[src/rtl/alu_arbiter_pkg.sv]
// Shared types for the ALU arbiter: opcodes, flag indices, FSM states and
// the per-opcode flag update mask.
package alu_arbiter_pkg;

    typedef enum logic [2:0] {
        OP_ADD    = 3'b000,
        OP_SUB    = 3'b001,
        OP_XOR    = 3'b010,
        OP_RED    = 3'b011,
        OP_SLL    = 3'b100,
        OP_SRA    = 3'b101,
        OP_ROR    = 3'b110,
        OP_PADSUB = 3'b111
    } alu_op_e;

    localparam int unsigned ZF = 2;
    localparam int unsigned VF = 1;
    localparam int unsigned NF = 0;

    typedef enum logic [1:0] {
        IDLE = 2'b00,
        EXEC = 2'b01,
        RESP = 2'b10
    } state_e;

    // Bits set in the mask are overwritten by the new {Z,V,N}; others are retained.
    function automatic logic [2:0] flag_mask(input alu_op_e op);
        logic [2:0] m;
        m = '0;
        case (op)
            OP_ADD, OP_SUB:                 m = '1;
            OP_XOR, OP_SLL, OP_SRA, OP_ROR: m[ZF] = 1'b1;
            default:                        m = '0;
        endcase
        return m;
    endfunction

endpackage

[src/rtl/alu_arbiter_rr_arb2.sv]
// Two-way arbiter: round-robin against a last-grant bit, or fixed priority
// to requester 0. Grant is one-hot, or zero when nothing is requested.
module rr_arb2 #(
    parameter bit RR_EN = 1'b1
) (
    input  logic [1:0] valid,
    input  logic       last,
    output logic [1:0] grant
);

    always_comb begin
        grant = '0;
        case (valid)
            2'b01:   grant = 2'b01;
            2'b10:   grant = 2'b10;
            // On a tie the requester that was not served last wins.
            2'b11:   grant = (RR_EN && !last) ? 2'b10 : 2'b01;
            default: grant = '0;
        endcase
    end

endmodule

[src/rtl/alu_arbiter.sv]
// Shares one external combinational ALU between two requesters, registers
// its result/error and maintains the Z/V/N flag register.
module alu_arbiter
    import alu_arbiter_pkg::*;
#(
    parameter int unsigned DW    = 16,
    parameter bit          RR_EN = 1'b1
) (
    input  logic          clk,
    input  logic          rst_n,
    input  logic [1:0]    req_valid,
    output logic [1:0]    req_ready,
    input  logic [2:0]    req_op0,
    input  logic [2:0]    req_op1,
    input  logic [DW-1:0] req_a0,
    input  logic [DW-1:0] req_a1,
    input  logic [DW-1:0] req_b0,
    input  logic [DW-1:0] req_b1,
    output logic [1:0]    rsp_valid,
    input  logic [1:0]    rsp_ready,
    output logic [DW-1:0] rsp_data,
    output logic          rsp_err,
    output logic [2:0]    flags,
    output logic [DW-1:0] alu_in1,
    output logic [DW-1:0] alu_in2,
    output logic [2:0]    alu_op,
    input  logic [DW-1:0] alu_out,
    input  logic          alu_err
);

    state_e        state, state_nxt;
    logic          last_grant;
    logic          gid;
    logic [1:0]    grant;
    logic [2:0]    op_q;
    logic [DW-1:0] a_q, b_q;
    logic [2:0]    new_flags;
    logic [2:0]    mask;

    rr_arb2 #(.RR_EN(RR_EN)) u_arb (
        .valid (req_valid),
        .last  (last_grant),
        .grant (grant)
    );

    assign alu_in1 = a_q;
    assign alu_in2 = b_q;
    assign alu_op  = op_q;

    assign new_flags = {(alu_out == '0), alu_err, alu_out[DW-1]};
    assign mask      = flag_mask(alu_op_e'(op_q));

    always_comb begin
        state_nxt = state;
        req_ready = '0;
        rsp_valid = '0;
        case (state)
            IDLE: begin
                req_ready = grant;
                if (|req_valid) state_nxt = EXEC;
            end
            EXEC: state_nxt = RESP;
            RESP: begin
                rsp_valid[gid] = 1'b1;
                if (rsp_ready[gid]) state_nxt = IDLE;
            end
            default: state_nxt = IDLE;
        endcase
    end

    always_ff @(posedge clk or negedge rst_n) begin
        if (!rst_n) state <= IDLE;
        else        state <= state_nxt;
    end

    always_ff @(posedge clk or negedge rst_n) begin
        if (!rst_n) begin
            last_grant <= 1'b1;
            gid        <= 1'b0;
            op_q       <= '0;
            a_q        <= '0;
            b_q        <= '0;
            rsp_data   <= '0;
            rsp_err    <= 1'b0;
            flags      <= '0;
        end else begin
            case (state)
                IDLE: begin
                    if (|req_valid) begin
                        gid  <= grant[1];
                        op_q <= grant[1] ? req_op1 : req_op0;
                        a_q  <= grant[1] ? req_a1  : req_a0;
                        b_q  <= grant[1] ? req_b1  : req_b0;
                    end
                end
                EXEC: begin
                    rsp_data <= alu_out;
                    rsp_err  <= alu_err;
                    flags    <= (flags & ~mask) | (new_flags & mask);
                end
                RESP: begin
                    if (rsp_ready[gid]) last_grant <= gid;
                end
                default: ;
            endcase
        end
    end

endmodule
[config.mk]
export PLATFORM = sky130hd
export DESIGN_NAME = alu_arbiter
export DESIGN_NICKNAME = d
export VERILOG_FILES = /design/src/rtl/alu_arbiter_pkg.sv /design/src/rtl/alu_arbiter_rr_arb2.sv /design/src/rtl/alu_arbiter.sv
export SDC_FILE = /design/constraint.sdc
export NUM_CORES = 1
export LEC_CHECK = 0
export CAP_MARGIN = 20
export CORE_ASPECT_RATIO = 1.4
export CORE_MARGIN = 10
export CORE_UTILIZATION = 35
export CTS_CLUSTER_DIAMETER = 200
export DETAILED_ROUTE_END_ITERATION = 7
export HOLD_SLACK_MARGIN = 0.05
export PLACE_DENSITY = 0.74
export SLEW_MARGIN = 0
export SYNTH_ARGS = -nofsm -noshare
export SYNTH_HDL_FRONTEND = slang
export SYNTH_HIERARCHICAL = 1
export SYNTH_SLANG_ARGS = --single-unit
export TNS_END_PERCENT = 20
[constraint.sdc]
create_clock -name clk -period 2.3 [get_ports clk]
set_input_delay 0.69 -clock clk [delete_from_list [all_inputs] [get_ports clk]]
set_output_delay 0.69 -clock clk [all_outputs]
set_load 0.05 [all_outputs]
# [Yosys cells after proc, flatten, opt, wreduce, memory -nomap -nowiden]
# Index checks and enable logic that the tools add are counted.
[totals] output_inout_bits=59 regBits=59 wordCells=53 in_bits=93
[classes] n_eq_ne=12 n_lt_le_gt_ge=2 bitwise=4 n_reduce_logical=10 n_mux=16
[op_table] op="$mux 16" count=2
[op_table] op="$logic_not 16->1" count=1
[op_table] op="$mux 2" count=6
[op_table] op="$pmux 2 s3" count=2
[op_table] op="$eq 3x3->1 const B" count=3
[op_table] op="$and 3x3->3" count=2
[op_table] op="$eq 2x2->1 const B" count=3
[op_table] op="$reduce_and 2->1" count=3
[op_table] op="$reduce_or 6->1" count=1
[op_table] op="$eq 2x1->1 const B" count=2
[op_table] op="$mux 1" count=4
[op_table] op="$ne 2x2->1 const B" count=2
[op_table] op="$reduce_or 2->1" count=2
[op_table] op="$eq 3x1->1 const B" count=1
[op_table] op="$eq 3x2->1 const B" count=1
[op_table] op="$logic_not 3->1" count=1
[op_table] op="$mux 3" count=1
[op_table] op="$not 3->3" count=1
[op_table] op="$or 3x3->3" count=1
[op_table] op="$logic_not 2->1" count=1
[op_table] op="$lt 1x2->1 const B" count=1
[op_table] op="$demux 1 s1" count=1
[op_table] op="$ge 1x1->1 const B" count=1
[op_table] op="$logic_and 1x1->1" count=1

# [Longest topological paths before layout]
# Gate-level depths: netlist of the first run.
[depth] depth_word=6 mapped_depth=5 ltp_nobuf=3

# [By module]
# The synthesis of the first run kept the hierarchy.
[by_module_without_submodules] module="alu_arbiter" n_inst=1 cells_per_inst=181 area_per_inst_um2=2723.9 seq_area_each_um2=1477.7
[by_module_without_submodules] module="rr_arb2" n_inst=1 cells_per_inst=3 area_per_inst_um2=18.8 seq_area_each_um2=0.0

# [Worst setup path after synthesis of the first run]
# No wires, ideal clock.
[synth_path] kind="in2out" from="input req_valid[1]" to="output req_ready[1]" t_arrival_ns=2.448 path_buffers=2 path_slack_ns=-0.838 stages=4 required_time_ns=1.610 cell_sequence="a21boi_0 -> buf_2 -> buf_2 -> nor3b_1"
[synth_via] elab_chain_cells=3 elab_cells_between_ends=5 classes_between="3 x eq/ne; 2 x mux"
[synth_lines] item="from (decl)" line="alu_arbiter.sv:11" source="input logic [1:0] req_valid,"
[synth_lines] item="$eq 2x2->1 / $eq 2x1->1 (equally long branches)" line="alu_arbiter_rr_arb2.sv:13" source="case (valid)"
[synth_lines] item="$pmux 2 s3 (*)" line="alu_arbiter_rr_arb2.sv:13"
[synth_lines] item="$mux 2 (*)" line="alu_arbiter.sv:57" source="case (state)"
[synth_lines] item="to (decl)" line="alu_arbiter.sv:12" source="output logic [1:0] req_ready,"
# Every way passes the cells marked *; elsewhere a longest branch is shown, timed or not.

# [Final worst setup path of the first run]
[layout_path] from="input req_valid[0]" to="output req_ready[0]"
[layout_via] elab_chain_cells=3 elab_cells_between_ends=5 classes_between="3 x eq/ne; 2 x mux"
[layout_lines] item="$eq 2x2->1 / $eq 2x1->1 (equally long branches)" line="alu_arbiter_rr_arb2.sv:13"
[layout_lines] item="$pmux 2 s3 (*)" line="alu_arbiter_rr_arb2.sv:13"
[layout_lines] item="named net grant[0]" line="alu_arbiter.sv:34" source="logic [1:0] grant;"
[layout_lines] item="$mux 2 (*)" line="alu_arbiter.sv:57"
# Mark *: on every way through the listed nets, which the timed path passes. The rest lies on a longest branch.

==> results.cfg, run 1 <==
[floorplan]
die_h_um = 125
die-area_um2 = 11800
die_w_um = 94.8
start_util = 0.356
io_pins = 152
core_um2 = 7700
rows = 38

[route]
wire_per_inst_um = 17.6
vias = 2125
drt-total-wl_um = 7920
drcViolationCount = 0
drt-pass1-iter-count = 4
viasPerCell = 4.71
drt_iter0_drc = 50
ant_nets = 0

[critical_path]
arrival_ns = 1.56
cp_data_required_time_ns = 1.61
startpoint_type = primary input
worst-path-max-fanout = 3
crit_type = primary input to output port
end_kind = output port

[clock_network]
h-tree-depth = 3
clockBufferDepth = 2
clkSinkCount = 59
clock_latency_ns = 0.33
hold_buffers = 0
cts_tree = done
clkTransAtPathRegs_ns = 0.07
cts_root_buf = clkbuf_8
cts_made_buffers = 9

[sta]
rsz0062_at_grt = no
hold_violations = 0
report.final.slew_viol_count = 0
maxSlewHeadroom = 0.645
fin_skew_ns = 0.00773
worst_slew_pin_slew_ns = 0.531
timing.fmax_mhz = 445
finalCriticalPeriod_ns = 2.25
holdWs_ns = 0.366
setup-violations-final = 0
finalCritPeriodShare = 0.976

[synthesis]
ys_seq_area_frac = 0.539
synth_common_cells = mux2_2, dfrtp_1, nor4_1
yosysMostFrequentCell = mux2_2
yosysTopAreaCell = dfrtp_1
async_flop_share = 1.00
synthCells = 184
synth_area_um2 = 2740
synth_top_area_share = 0.529
ys_warn_count = 6
syn_area_per_cell_um2 = 14.9
synth_area_leaders = dfrtp_1, mux2_2, buf_6
syn-num-nets = 277
synth_cell_type_count = 26
ys.flop_type = dfrtp_1
ys_ff_latch = 59
synth_edf_count = 0

[global_route]
grt_pass1_vias = 2341
antenna_found_initial = 0
grt_start_max_net_pins = 60
grt_pass1_wl_um = 12200
grt_overflow = 0
grt_util_all_layers = 0.132

[place]
gp_congestion = 0.775
dp.cells = 435
dp_hpwl_um = 6400
placed_area_um2 = 4460
port_buffers = 151

[final_layout]
final_cells = 451
fillerInstances = 659
postLayoutCellArea_um2 = 4660
drive_gt1_frac = 0.368
antenna_cells = 0
synthToLayoutAreaGrowth_pct = 70.1
fin_nets = 439

[flow_run]
maxCapViolCount = 0

[min_path]
hold_class = primary input to async pin

[power]
power_density_nw_per_um2 = 1530
ir_worst_vdd_uv = 770
p_leak_nw = 1.89

[run_status]
status = complete, no violations
-- flip-flops by register name, indices dropped and copies added (netlist names), named ones only --
| name | cells |
|---|---|
| rsp_data | 16 |
| gid | 1 |
| alu_op | 3 |
| state | 2 |
| alu_in2 | 16 |
| last_grant | 1 |
| rsp_err | 1 |
| alu_in1 | 16 |
-- cell type report --
cell class / count / area, um2 / share of cell area
Clock buffer: 15 / 186 / 0.0400
Clock inverter: 1 / 5.00 / 0.00107
Inverter: 2 / 7.51 / 0.00161
Multi-Input combinational cell: 114 / 1220 / 0.262
Sequential cell: 59 / 1480 / 0.317
Tap cell: 100 / 125 / 0.0268
Timing Repair Buffer: 160 / 1640 / 0.351
-- worst paths after layout --
kind	slack (ns)	to	cells past startpoint	start
worst max-delay path	0.05	req_ready[0]	4	req_valid[0]
worst min-delay path	0.37	alu_in1[12]	2	rst_n
worst max register to register	0.51	alu_in2[3]	6	last_grant
worst min register to register	0.50	rsp_data[15]	1	rsp_data[15]
max in group asynchronous	1.64	last_grant	2	rst_n
min in group clk	0.50	rsp_data[15]	1	rsp_data[15]
-- through the flow --
stage                     setup slack, ns  TNS [ns]   util  power [mW]
after global routing              0.00971         0  0.606        7.49
after detailed placement           -0.220     -4.16  0.579        6.34
after global placement             -0.192     -3.58  0.579        6.28
after floorplan                    -0.341    -0.341      -        4.75
after CTS                          0.0273         0  0.607        7.27
final                              0.0545         0  0.606        7.15
-- timing repair --
action                     in CTS  in global routing
pin swaps                       0                  1
buffers inserted                1                  0
setup endpoints to repair       2                  1
resized for setup               5                  0
-- power by group --
group	leakage [nW]	total, mW	switching (mW)	internal (mW)
Combinational	1.10	4.39	2.58	1.80
Clock	0.0997	0.878	0.370	0.508
Sequential	0.692	1.89	0.314	1.57
-- cells in the final DEF (no fill, tap or decap), types with 2 or more instances in the layout --
cell type / count
clkdlybuf4s50_1: 140
mux2_2: 90
dfrtp_1: 58
clkbuf_8: 13
buf_4: 10
buf_12: 7
nor4_1: 4
nor3b_4: 2
nor2_1: 2
inv_1: 2
clkbuf_1: 2
dlygate4sd2_1: 2
-- kinds of logic (layout without fill, tap and decap cells) --
group,count (synthesis),count (layout),synth area share
buffers and inverters,11,178,0.0287
AO/OA/AOI/OAI,6,6,0.0151
multiplexers,92,92,0.377
flip-flops,59,59,0.539
AND/OR/NAND/NOR,16,16,0.0402
-- routing by layer --
layer,GRT usage,routed length (um),share of wire
met3,0.0742,910,0.11
met4,0.0415,97,0.012
met5,0,0,0
met1,0.131,2890,0.37
met2,0.224,4020,0.51
-- worst max-delay path: stages --
cell	delay, ns
dlygate4sd2_1	0.27
a21boi_2	0.19
nor3b_4	0.24
buf_12	0.17
(Power assumes the default switching activity.)
==> run 2: changes to the inputs <==
CORE_UTILIZATION = 39   (was 35)
CTS_CLUSTER_SIZE = 28   (was unset)
PLACE_DENSITY = 0.81   (was 0.74)
==> run 2 against run 1 <==
Via count down 2.1%. Cell area down 0.51%. Largest cell class unchanged. Core utilization up 6.8 points. Count of clock-buffer cells in the layout down 2. Sequential share of layout area up 0.16 points.
==> results.cfg, run 2 (synthesis results as in run 1) <==
[run_status]
status = complete, no violations

[global_route]
antenna_found_initial = 0
grt_util_all_layers = 0.143
grt_pass1_wl_um = 12400
grt_start_max_net_pins = 60
grt_overflow = 0
grt_pass1_vias = 2397

[final_layout]
final_core_util = 0.673
multiInputGateArea_um2 = 1220
drive_gt1_frac = 0.364
regArea_um2 = 1480
final_cell_mix = clkdlybuf4s50_1, mux2_2, dfrtp_1, clkbuf_8, buf_4
layout_commonest_cell = clkdlybuf4s50_1
synthToLayoutAreaGrowth_pct = 69.2
fin_nets = 438
fillerInstances = 563
antenna_cells = 0

[sta]
fin_skew_ns = 0.00723
fin_ws_ns = 0.0218
finalCriticalPeriod_ns = 2.28
setup-violations-final = 0
worst_slew_pin_slew_ns = 0.544
report.final.slew_viol_count = 0
timing.fmax_mhz = 439
hold_violations = 0
maxSlewHeadroom = 0.636
finalCritPeriodShare = 0.991

[clock_network]
clkSinkCount = 59
h-tree-depth = 3
hold_buffers = 0
cts_root_buf = clkbuf_8
cts_setup_buffers = 0
clkTransAtPathRegs_ns = 0.06
ctsResizeCount = 4
clockBufferDepth = 2
cts_made_buffers = 9
clock_latency_ns = 0.33
cts_tree = done

[route]
drcViolationCount = 0
vias = 2081
viasPerCell = 4.69
wire_per_inst_um = 17.6
drt_iter0_drc = 73
ant_nets = 0
drt-total-wl_um = 7800
drt-pass1-iter-count = 4

[critical_path]
arrival_ns = 1.59
worst-path-max-fanout = 3
startpoint_type = primary input
crit_type = primary input to output port
end_kind = output port
cp_data_required_time_ns = 1.61

[min_path]
hold_class = primary input to async pin

[floorplan]
io_pins = 152
die_w_um = 90.9
rows = 36
core_um2 = 6890
start_util = 0.398
die_h_um = 119
die-area_um2 = 10800

[power]
total_power_mw = 7.10
p_leak_nw = 1.88
power_density_nw_per_um2 = 1530
ir_worst_vdd_uv = 871

[place]
dp_hpwl_um = 6260
port_buffers = 151
post-place-ws_ns = -0.220
gp_congestion = 0.713

[flow_run]
maxCapViolCount = 0
-- run 2: report_power, final --
part / internal (mW) / total, mW / switching, mW / leakage (nW)
Combinational: 1.79 / 4.38 / 2.59 / 1.09
Sequential: 1.57 / 1.87 / 0.303 / 0.692
Clock: 0.470 / 0.849 / 0.379 / 0.0953
-- run 2: per-stage QoR --
step,std cells,setup TNS [ns],hold WS [ns],cell area [um2]
after floorplan,184,-0.341,0.394,2750
after global placement,429,-4.88,0.488,4450
after detailed placement,429,-6.08,0.493,4450
after CTS,444,0,0.367,4640
after global routing,444,-0.00288,0.374,4640
final,444,0,0.360,4640
-- run 2: path summary, 6_finish.rpt --
| check | start | slack, ns | to | cells after the start |
|---|---|---|---|---|
| setup / recovery | req_valid[1] | 0.02 | req_ready[1] | 4 |
| hold / removal | rst_n | 0.36 | alu_in1[10] | 2 |
| max in group asynchronous | rst_n | 1.63 | last_grant | 2 |
| min in group clk | alu_in2[15] | 0.50 | alu_in2[15] | 1 |
| hold reg to reg | alu_in2[15] | 0.50 | alu_in2[15] | 1 |
| setup reg to reg | last_grant | 0.66 | alu_in1[3] | 5 |
-- run 2: layout make-up --
cell class,count,area share
timing repair buffer,159,0.352
sequential,59,0.318
multi-input combinational,114,0.264
clock buffer,13,0.0364
tap,95,0.0256
clock inverter,2,0.00216
inverter,2,0.00162
-- run 2: critical path, cell delays in order --
cell           delay, ns
dlygate4sd2_1       0.27
a21boi_4            0.21
nor3b_4             0.24
buf_12              0.17
-- run 2: routing by layer --
layer,GRT usage,part of all wire
met1,0.153,0.39
met2,0.249,0.52
met3,0.0497,0.068
met4,0.0668,0.026
met5,0,0
==> RTL edit 1: new RTL, flow settings as in run 2 <==
Set the parameter `DW` to 20 (it was 16).
--- a/src/rtl/alu_arbiter.sv
+++ b/src/rtl/alu_arbiter.sv
@@ -3,7 +3,7 @@
 module alu_arbiter
     import alu_arbiter_pkg::*;
 #(
-    parameter int unsigned DW    = 16,
+    parameter int unsigned DW    = 20,
     parameter bit          RR_EN = 1'b1
 ) (
     input  logic          clk,
Ports: changed (8 resized); port bits go from 152 to 184. No check against the original RTL was run, so the function may have changed too.
==> RTL edit 1 against run 2 <==
- worst hold slack lost 12 ps
- wire length up 23%
- clock power up 43%
- combinational power is 21% higher
- synthesized area rose by 21%
- non-clock buffer count increased by 34
- first-iteration DRC count decreased by 53%
- clock skew shrank 2.2 ps
- setup slack improved by 74 ps
- design area increased by 21%
- power increased by 23%
- sequential cell count increased by 12
- sequential share of layout area down 0.14 points
==> RTL edit 1: results (changes against run 2) <==
Floorplanning
  – Die width: 97.87 um (was 90.88 um)

Cells and area
  – Fillcell total: 611 (was 563)
  – Clock buffers: 9 (was 13)
  – Register area: 0.001778 mm2 (was 0.001478 mm2)
  – Share of cells above drive strength 1: 35.89% (was 36.39%)
  – Nonclk buf count: 193 (was 159)
  – Multi-input gate count: 137 (was 114)
  – Layout non-clock buf frac: 35.34% (was 35.21%)
  – Fraction of area in registers: 31.70% (was 31.84%)
  – Final-stage net count: 526 (was 438)
  – Clk cell area share: 4.730% (was 3.855%)
  – FFs & Latches: 71 (was 59)
  – Inverters: 1 (was 2)

Synth
  – Gate count of the mapped netlist: 221 (was 184)
  – Sequential area share after synthesis: 53.70% (was 53.88%)
  – Post-synth top cells: mux2_2, dfrtp_1, buf_6 (was mux2_2, dfrtp_1, nor4_1)
  – Top cells by area, synth: dfrtp_1, mux2_2, buf_6 (unchanged)
  – Syn nets: 334 (was 277)

Power and ir drop
  – Peak supply drop: 0.001162 V (was 0.0008709 V)
  – Leak Pwr: 2.267 nW (was 1.877 nW)

Global route
  – First-pass GRT wire length: 15200 um (was 12360 um)
  – Met2 Usage GRT: 25.29% (was 24.86%)
  – Vias in the first global route: 2856 (was 2397)
  – Largest net degree at the start of global routing: 41 (was 60)
  – Grt met1 use: 15.86% (was 15.28%)
  – Met3 Resource Use GR: 8.245% (was 4.965%)

Route
  – Detailed Route Iter0 Violations: 34 (was 73)
  – Vias per cell: 4.879 (was 4.687)
  – Routed metal-1 wirelength: 3690 um (was 3010 um)
  – WL met2: 4755 um (was 4054 um)

Place
  – GPL Wtd Cong: 0.7530 (was 0.7127)
  – DP Cell Count: 504 (was 429)
  – Dpl hpwl: 7816 um (was 6257 um)
  – Setup WS pre-CTS: -245.6 ps (was -220.0 ps)
  – I/O Buffers: 183 (was 151)

STA
  – Rel. slew slack: 64.03% (was 63.64%)
  – Clk_skew: 5.009 ps (was 7.231 ps)

Clock network
  – Root buf cell: clkbuf_16 (was clkbuf_8)

Status
  – Status: complete, no violations (unchanged)
==> RTL edit 1: cell count changes in the layout (fill, tap and decap cells not counted), moves of 2 or more <==
cell | before | now
clkinvlp_4 | 0 | 2
clkbuf_16 | 0 | 9
buf_4 | 8 | 10
dlygate4sd2_1 | 2 | 0
clkbuf_8 | 12 | 0
dfrtp_1 | 58 | 70
clkdlybuf4s50_1 | 141 | 173
clkinv_2 | 2 | 5
mux2_2 | 90 | 109
==> RTL edit 1: critical path, cell delays in order <==
cell,delay [ps]
clkdlybuf4s15_1,240
a21boi_2,180
nor3b_4,230
buf_12,170
==> RTL edit 1: kinds of logic (layout without fill, tap and decap cells) <==
| logic type | Yosys count | after routing | synth area share (%) |
|---|---|---|---|
| compound gates | 7 | 7 | 1.512 |
| flops | 71 | 71 | 53.70 |
| mux | 111 | 111 | 37.76 |
| simple gates | 19 | 19 | 3.628 |
| buf+inv | 13 | 210 | 3.401 |
==> RTL edit 1: worst max path at each step <==
stage	start	to	slack, ps	cells past startpoint
6_report	req_valid[0]	req_ready[0]	100	4
5_1_grt	req_valid[0]	req_ready[0]	20	4
4_1_cts	req_valid[1]	req_ready[0]	30	5
3_5_place_dp	req_valid[0]	req_ready[0]	-250	4
3_3_place_gp	req_valid[0]	req_ready[0]	-210	4
2_1_floorplan	req_valid[1]	req_ready[1]	-300	4
==> RTL edit 1: power groups by stage <==
stage	Clock (mW)	Sequential, mW	Combinational [mW]
floorplan	0	4.35	1.41
global placement	0	2.24	5.30
global route	1.30	2.35	5.52
detailed placement	0	2.28	5.36
finish	1.21	2.26	5.29
CTS	1.25	2.27	5.37
==> RTL edit 1: repair_timing <==
action,in CTS,in global routing
endpoints found under the setup margin,2,1
gates resized for setup,5,2
hold buffers,0,0
pin swaps,1,0
==> RTL edit 2: new RTL, flow settings as in run 2 <==
Without the edit above. Encoding of `state_e`: now one-hot (3 bits for 3 states).
--- a/src/rtl/alu_arbiter_pkg.sv
+++ b/src/rtl/alu_arbiter_pkg.sv
@@ -17,10 +17,10 @@
     localparam int unsigned VF = 1;
     localparam int unsigned NF = 0;
 
-    typedef enum logic [1:0] {
-        IDLE = 2'b00,
-        EXEC = 2'b01,
-        RESP = 2'b10
+    typedef enum logic [2:0] {
+        IDLE = 3'b001,
+        EXEC = 3'b010,
+        RESP = 3'b100
     } state_e;
 
     // Bits set in the mask are overwritten by the new {Z,V,N}; others are retained.
Function: same outputs for any inputs over 10 cycles, from zero or initial values and one cycle with rst_n low; not proved beyond that.
==> RTL edit 2 against run 2 <==
- wire length increased by 5.3%
- combinational power increased by 4%
- first-iteration DRC count decreased by 45%
- design area increased by 3.7%
- setup slack improved by 62 ps
- worst hold slack improved by 5.9 ps
- power increased by 5.4%
- sequential cell count increased by 1
- non-clock buffer count unchanged
- via count increased by 2.7%
- synthesized area increased by 5.9%
==> RTL edit 2: results (changes against run 2) <==
Worst setup path
  – R2R setup slack: 560 ps (was 660 ps)
  – Slowest CP cell: clkdlybuf4s50_1 (was dlygate4sd2_1)
  – Setup CP Type: reg -> out (was in -> out)
  – CP Max Fanout: 2 (was 3)
  – Slowest stage delay, CP: 840 ps (was 270 ps)

Global route
  – First-pass GRT wire length: 13190 um (was 12360 um)
  – Vias in the first global route: 2474 (was 2397)

Route
  – Routed metal-1 wirelength: 3029 um (was 3010 um)
  – WL met2: 4408 um (was 4054 um)
  – Detailed Route Iter0 Violations: 40 (was 73)

Power and ir drop
  – Seq pwr share: 25.6% (was 26.4%)
  – Net Sw Frac: 44.10% (was 46.09%)
  – P_clk: 1.03 mW (was 0.849 mW)
  – Leak Pwr: 1.985 nW (was 1.877 nW)

STA
  – Min Hold Slack: 365.5 ps (was 359.6 ps)

Cells and area
  – Multi-input gate area: 0.001313 mm2 (was 0.001224 mm2)
  – Layout non-clock buf frac: 34.30% (was 35.21%)
  – FFs & Latches: 60 (was 59)
  – P&R area growth vs syn: 65.72% (was 69.21%)
  – Non-filler cells, final: 453 (was 444)

Place
  – Setup WS pre-CTS: -142.5 ps (was -220.0 ps)
  – Dpl hpwl: 6499 um (was 6257 um)
  – Placed Area: 0.004584 mm2 (was 0.004448 mm2)
  – GPL Wtd Cong: 0.7341 (was 0.7127)

Synth
  – Synth unique cells: 25 (was 26)
  – Post-synthesis mux area share: 37.90% (was 37.73%)
  – Sequential area share after synthesis: 51.77% (was 53.88%)
  – Gate count of the mapped netlist: 191 (was 184)
  – Post-synth top cells: mux2_2, dfrtp_1, mux2_4 (was mux2_2, dfrtp_1, nor4_1)
  – Top cells by area, synth: dfrtp_1, mux2_2, mux2_4 (was dfrtp_1, mux2_2, buf_6)

Status
  – Status: complete, no violations (unchanged)
[RTL edit 2: worst max path at each step]
stage                             from      endpoint  slack (ps)  cells past startpoint
after floorplan           req_valid[1]  req_ready[1]          40                      4
after global placement    req_valid[0]  req_ready[0]        -110                      4
after detailed placement  req_valid[0]  req_ready[0]        -140                      4
after CTS                    alu_op[2]     alu_op[2]          50                      1
after global routing          state[1]  rsp_valid[0]           6                      3
final                       alu_in1[9]    alu_in1[9]          80                      1
[RTL edit 2: what timing repair did]
item                                    CTS  global route
hold buffers                              0             0
gates resized for setup                   4             0
buffers inserted                          1             0
endpoints found under the setup margin    4             0
[RTL edit 2: per-layer routing]
metal,up-vias,global-route usage (%)
met3,6,6.892
met4,0,4.255
met2,85,26.05
met5,-,0
met1,1041,15.36
li1,1005,-
